**config.mk**
```make
export PLATFORM = sky130hd
export DESIGN_NAME = writeback_arbiter
export DESIGN_NICKNAME = d
export VERILOG_FILES = /design/src/rtl/writeback_arbiter.sv
export SDC_FILE = /design/constraint.sdc
export NUM_CORES = 1
export LEC_CHECK = 0
export ABC_AREA = 1
export CORE_MARGIN = 10
export CORE_UTILIZATION = 61
export CTS_CLUSTER_SIZE = 10
export DETAILED_ROUTE_END_ITERATION = 12
export HOLD_SLACK_MARGIN = 0.06
export PLACE_DENSITY = 0.93
export SETUP_SLACK_MARGIN = 0.3
export SLEW_MARGIN = 30
export SYNTH_ARGS = -nofsm -noshare
export SYNTH_HDL_FRONTEND = slang
export SYNTH_SLANG_ARGS = --single-unit
```
**constraint.sdc**
```tcl
create_clock -name clk -period 11.55 [get_ports clk]
set_input_delay 1.7325 -clock clk [delete_from_list [all_inputs] [get_ports clk]]
set_output_delay 1.7325 -clock clk [all_outputs]
set_load 0.1 [all_outputs]
```
**src/rtl/writeback_arbiter.sv**
```systemverilog
// rtl/writeback_arbiter.sv - integer register file write-port arbiter (ALU + buffered loads)
//
// Purpose:
//   Owns the single write port of the integer register file. ALU results
//   take priority and are written one cycle after they arrive. Load returns
//   are handshaken into a small in-order FIFO and drained whenever the ALU
//   is idle. A newer ALU write to a register invalidates any older buffered
//   load to the same register, so write-after-write order is preserved.
//   Pending writes are exposed through a combinational hazard query.
//
// Ports:
//   clk, rst          clock (rising edge), asynchronous active-high reset
//   flush             drop every buffered load return (ALU path unaffected)
//   alu_valid/rd/data ALU result, no backpressure
//   lsu_valid/ready   load-return handshake
//   lsu_rd/lsu_data   load destination and data
//   wb_we/addr/data   registered register file write port
//   qry_rs1/rs2       decode source registers
//   qry_hit1/hit2     a write to the queried register is still pending
//   pending_cnt       allocated FIFO entries, killed ones included

module writeback_arbiter #(
   parameter int DATA_W = 32,
   parameter int ADDR_W = 5,
   parameter int DEPTH  = 4
) (
   input  logic                     clk,
   input  logic                     rst,
   input  logic                     flush,
   input  logic                     alu_valid,
   input  logic [ADDR_W-1:0]        alu_rd,
   input  logic [DATA_W-1:0]        alu_data,
   input  logic                     lsu_valid,
   output logic                     lsu_ready,
   input  logic [ADDR_W-1:0]        lsu_rd,
   input  logic [DATA_W-1:0]        lsu_data,
   output logic                     wb_we,
   output logic [ADDR_W-1:0]        wb_addr,
   output logic [DATA_W-1:0]        wb_data,
   input  logic [ADDR_W-1:0]        qry_rs1,
   input  logic [ADDR_W-1:0]        qry_rs2,
   output logic                     qry_hit1,
   output logic                     qry_hit2,
   output logic [$clog2(DEPTH):0]   pending_cnt
);

   localparam int PTR_W = $clog2(DEPTH);
   localparam int CNT_W = PTR_W + 1;

   // FIFO storage
   logic [ADDR_W-1:0] ent_rd_q   [DEPTH];
   logic [ADDR_W-1:0] ent_rd_d   [DEPTH];
   logic [DATA_W-1:0] ent_data_q [DEPTH];
   logic [DATA_W-1:0] ent_data_d [DEPTH];
   logic [DEPTH-1:0]  ent_vld_q;
   logic [DEPTH-1:0]  ent_vld_d;

   logic [PTR_W-1:0]  wr_ptr_q, wr_ptr_d;
   logic [PTR_W-1:0]  rd_ptr_q, rd_ptr_d;
   logic [CNT_W-1:0]  cnt_q, cnt_d;

   // Output register
   logic              wb_we_q, wb_we_d;
   logic [ADDR_W-1:0] wb_addr_q, wb_addr_d;
   logic [DATA_W-1:0] wb_data_q, wb_data_d;

   logic alu_wr;
   logic fifo_room;
   logic lsu_fire;
   logic push;
   logic pop;
   logic head_vld;

   assign alu_wr    = alu_valid && (alu_rd != '0);
   // Readiness comes from the registered count only; a pop in the same
   // cycle does not grant extra room, which keeps lsu_ready off the
   // arbitration path.
   assign fifo_room = (cnt_q < CNT_W'(DEPTH));
   assign lsu_ready = fifo_room && !rst;
   assign lsu_fire  = lsu_valid && lsu_ready;

   // x0 loads, loads older than a same-edge ALU write to the same register,
   // and loads arriving with flush are all handshaken but never stored.
   assign push = lsu_fire && (lsu_rd != '0) && !flush
                 && !(alu_wr && (lsu_rd == alu_rd));
   assign pop  = !alu_wr && (cnt_q != '0) && !flush;

   assign head_vld = ent_vld_q[rd_ptr_q];

   always_comb begin
      ent_rd_d   = ent_rd_q;
      ent_data_d = ent_data_q;
      ent_vld_d  = ent_vld_q;
      wr_ptr_d   = wr_ptr_q;
      rd_ptr_d   = rd_ptr_q;
      cnt_d      = cnt_q;
      wb_we_d    = 1'b0;
      wb_addr_d  = wb_addr_q;
      wb_data_d  = wb_data_q;

      // WAW kill: the ALU write supersedes every buffered load to its rd.
      if (alu_wr) begin
         for (int i = 0; i < DEPTH; i++) begin
            if (ent_rd_q[i] == alu_rd) begin
               ent_vld_d[i] = 1'b0;
            end
         end
      end

      // Popped slots are invalidated so the hazard scan can look at all
      // entries without consulting the pointers.
      if (pop) begin
         ent_vld_d[rd_ptr_q] = 1'b0;
         rd_ptr_d            = rd_ptr_q + PTR_W'(1);
      end

      // The push slot is free (valid=0) whenever push is possible, so it
      // never collides with the head being popped.
      if (push) begin
         ent_rd_d[wr_ptr_q]   = lsu_rd;
         ent_data_d[wr_ptr_q] = lsu_data;
         ent_vld_d[wr_ptr_q]  = 1'b1;
         wr_ptr_d             = wr_ptr_q + PTR_W'(1);
      end

      cnt_d = cnt_q + CNT_W'(push) - CNT_W'(pop);

      if (flush) begin
         ent_vld_d = '0;
         wr_ptr_d  = '0;
         rd_ptr_d  = '0;
         cnt_d     = '0;
      end

      // Write port selection: ALU first, then the FIFO head. A killed head
      // frees its slot without a write and leaves addr/data untouched.
      if (alu_wr) begin
         wb_we_d   = 1'b1;
         wb_addr_d = alu_rd;
         wb_data_d = alu_data;
      end else if (pop && head_vld) begin
         wb_we_d   = 1'b1;
         wb_addr_d = ent_rd_q[rd_ptr_q];
         wb_data_d = ent_data_q[rd_ptr_q];
      end
   end

   always_ff @(posedge clk or posedge rst) begin
      if (rst) begin
         for (int i = 0; i < DEPTH; i++) begin
            ent_rd_q[i]   <= '0;
            ent_data_q[i] <= '0;
         end
         ent_vld_q <= '0;
         wr_ptr_q  <= '0;
         rd_ptr_q  <= '0;
         cnt_q     <= '0;
         wb_we_q   <= 1'b0;
         wb_addr_q <= '0;
         wb_data_q <= '0;
      end else begin
         ent_rd_q   <= ent_rd_d;
         ent_data_q <= ent_data_d;
         ent_vld_q  <= ent_vld_d;
         wr_ptr_q   <= wr_ptr_d;
         rd_ptr_q   <= rd_ptr_d;
         cnt_q      <= cnt_d;
         wb_we_q    <= wb_we_d;
         wb_addr_q  <= wb_addr_d;
         wb_data_q  <= wb_data_d;
      end
   end

   assign wb_we       = wb_we_q;
   assign wb_addr     = wb_addr_q;
   assign wb_data     = wb_data_q;
   assign pending_cnt = cnt_q;

   // Hazard query: any live buffered load, or the write sitting in the
   // output register that the register file has not yet absorbed.
   always_comb begin
      qry_hit1 = 1'b0;
      qry_hit2 = 1'b0;
      for (int i = 0; i < DEPTH; i++) begin
         if (ent_vld_q[i] && (ent_rd_q[i] == qry_rs1)) qry_hit1 = 1'b1;
         if (ent_vld_q[i] && (ent_rd_q[i] == qry_rs2)) qry_hit2 = 1'b1;
      end
      if (wb_we_q && (wb_addr_q == qry_rs1)) qry_hit1 = 1'b1;
      if (wb_we_q && (wb_addr_q == qry_rs2)) qry_hit2 = 1'b1;
      if (qry_rs1 == '0) qry_hit1 = 1'b0;
      if (qry_rs2 == '0) qry_hit2 = 1'b0;
   end

endmodule
```
==> impl_metrics.yaml <==
placed_design:
  hpwl_mm: 19.71
  globalplace.congestion: 0.9925
  numPortBuffers: 132
timing:
  slew_violations: 0
  rsz0062_at_grt: "no"
  setup_tns_ns: 0
  min_period_ns: 6.005
  setup-violations-final: 0
  finalCritPeriodShare_pct: 51.99
  worst_pin_slew_ns: 1.068
  max_slew_margin_pct: 28.81
  hold_violations: 0
  clock_skew_ns: 0.01164
  fmax_mhz: 166.5
routing:
  ant_nets: 0
  drt_iter0_drc: 1661
  vias: 10949
  drt-pass1-iter-count: 8
  wl_mm: 34.57
  routedWlPerCell_microns: 19.50
  drcViolationCount: 0
  viasPerCell: 6.175
grt:
  grt_pass1_wl_mm: 54.55
  grt.overflow.total: 0
  grt_max_degree: 129
  grt_pass1_vias: 10479
  track_usage_pct: 27.96
  antenna_found_initial: 0
power:
  p_seq_share_pct: 37.9
  power_frac_comb_pct: 40.4
  p_leak_nw: 6.339
  power_switching_mw: 1.249
  p_int_mw: 1.542
  power_density_nw_per_um2: 219.0
  swShare_pct: 44.75
  ir_worst_vdd_mv: 0.1608
  report.power.total_mw: 2.791
  clock_power_share_pct: 21.7
clocking:
  cts_setup_buffers: 0
  cts_buffers: 17
  cts_tree: "built"
  cts-root-buf: "clkbuf_16"
  clockBufferDepth: 2
  htreeDepth: 4
  post_cts_resized: 0
  clk_pin_slew_worst_paths_ns: 0.07
  cts.sinks: 197
  cts_hold_buf: 0
  clkLatencyLatePin_ns: 0.45
synth:
  syn_avg_cell_area_sq_um: 7.339
  synthesis.nets: 1593
  synth_top_area_share_pct: 44.99
  synth_edf_count: 0
  synth_compound_area_share_pct: 3.791
  synthesis.instances: 1493
  syn-cell-area_sq_um: 10960
  ys_ff_latch: 197
  synth_top_family_by_area: "simple AND/OR/NAND/NOR gates"
  synthAdderAreaFrac_pct: 1.325
  muxShareOfSynthArea_pct: 0
  synthXorXnorAreaFrac_pct: 2.398
  synth_simple_gate_area_share_pct: 40.44
  post-synth-top-area-cell: "dfrtp_1"
  netlist_top_cells_area: "dfrtp_1 45%, nand2_1 22%, nand4_1 8.5%"
  synthArstFlopShare_pct: 100.0
  synth_ff_type: "dfrtp_1"
  ys_types: 27
  ys_seq_area_share_pct: 44.99
  ys_warn_count: 0
cells_and_area:
  layout_common_cells: "636 x nand2_1, 196 x dfrtp_1, 157 x nand3_1"
  fillers: 1336
  area_growth_pct: 16.31
  nets: 1635
  final_util_pct: 72.92
  antennaDiodeCount: 0
  final_common_cell: "nand2_1"
  layout-drive-gt1-share_pct: 4.070
  multi_input_area_sq_um: 5329
  regArea_sq_um: 4931
critical_path:
  critPathRequiredTime_ns: 9.82
  worstSetupPathType: "in2out"
  worstPathArrival_ns: 4.27
  setup.worst_path.start: "qry_rs2[0]"
  cp_max_fo: 6
  slowest_delay_ns: 1.15
  path_cells: "clkdlybuf4s50_1 > inv_1 > nand2_1 > o21ai_0 > nor2_1 > nand3_1 > nand3_1 > nor2_1 > nor2_1 > clkdlybuf4s50_1"
  rr_startpoint: "rd_ptr_q[0]"
  start_kind: "input port"
  cp_slowest_cell: "clkdlybuf4s50_1"
  end_kind: "primary output"
  crit_top_cell: "nor2_1"
floorplanning:
  rows: 48
  die_w_microns: 154.0
  dieArea_sq_um: 23720
  core_area_sq_um: 17480
  pin_count: 133
  initial_utilization_pct: 62.69
  die_y_microns: 154.0
run_status:
  status: "completed"
run:
  maxCapViolations: 0
hold_path:
  hp-start: "ent_data_q[39]"
  hold_class: "reg2reg"
kinds of logic after synthesis:
family          count (synthesis)
compound gates                 78
xor+xnor                       30
fa+ha+maj                      11
buf+inv                       166
flops                         197
simple gates                 1011
cells in the mapped netlist, types with 5 or more instances:
master    instances
dfrtp_1         197
nand4_1         149
buf_4            13
xnor2_1          17
nor3_1            5
buf_2            39
o22ai_1           9
ha_1             10
nand3_1         161
o21ai_0          42
xor2_1           13
clkbuf_1         46
inv_1            45
nor2_1           54
nand2_1         636
a21oi_1          22
buf_6             7
buf_1            13
power by group through the flow:
stage | clock network (mW) | logic, mW | registers [mW]
floorplan | 0 | 0.536 | 1.31
global placement | 0 | 1.08 | 1.05
detailed placement | 0 | 1.10 | 1.06
CTS | 0.603 | 1.12 | 1.05
global route | 0.637 | 1.22 | 1.07
finish | 0.607 | 1.13 | 1.06
worst paths after layout:
path	to	slack [ns]	depth (start not counted)
setup / recovery	qry_hit2	5.55	10
hold / removal	ent_data_q[39]	0.47	2
setup reg to reg	wb_data[30]	8.33	8
hold reg to reg	ent_data_q[39]	0.47	2
max in group asynchronous	wb_data[7]	8.97	3
min in group asynchronous	ent_data_q[60]	1.64	2
critical path, delay by kind of cell:
kind                   cells  cell delay (ns)
and+or+nand+nor            6             0.51
AOI/OAI and AO/OA          1             0.08
buffers and inverters      3             1.95
metrics by stage:
step	instances	area, sq um	worst slack [ns]	hold WS [ns]
2_1_floorplan	1493	10960	2.918	0.4422
6_report	1773	12740	5.545	0.4716
4_1_cts	1772	12670	5.504	0.4747
3_3_place_gp	1740	12070	5.453	0.4529
5_1_grt	1773	12740	5.376	0.4870
3_5_place_dp	1740	12070	5.300	0.4583
registers in the layout (all words and copies together), names as in the netlist:
signal,cells
wb_we,1
rd_ptr_q,2
wr_ptr_q,2
wb_data,32
ent_rd_q,20
wb_addr,5
ent_vld_q,4
ent_data_q,128
pending_cnt,3
per-layer routing:
| metal | track usage, % | vias to the layer above | wire length (microns) |
|---|---|---|---|
| met5 | 0 | - | 0 |
| met4 | 12.51 | 0 | 1113 |
| met3 | 6.750 | 115 | 3762 |
| met2 | 45.05 | 718 | 16290 |
| met1 | 34.89 | 5110 | 13410 |
| li1 | - | 5006 | - |
final cells by class:
cell class	instances	area share, %
well taps	225	2.209
flip-flops and latches	197	38.69
clock inverters	11	0.9818
clock buffers	21	3.692
inverters	48	1.492
repair buffers	141	11.11
multi-input cells	1130	41.82
No activity file was read; power rests on OpenSTA's default activity.
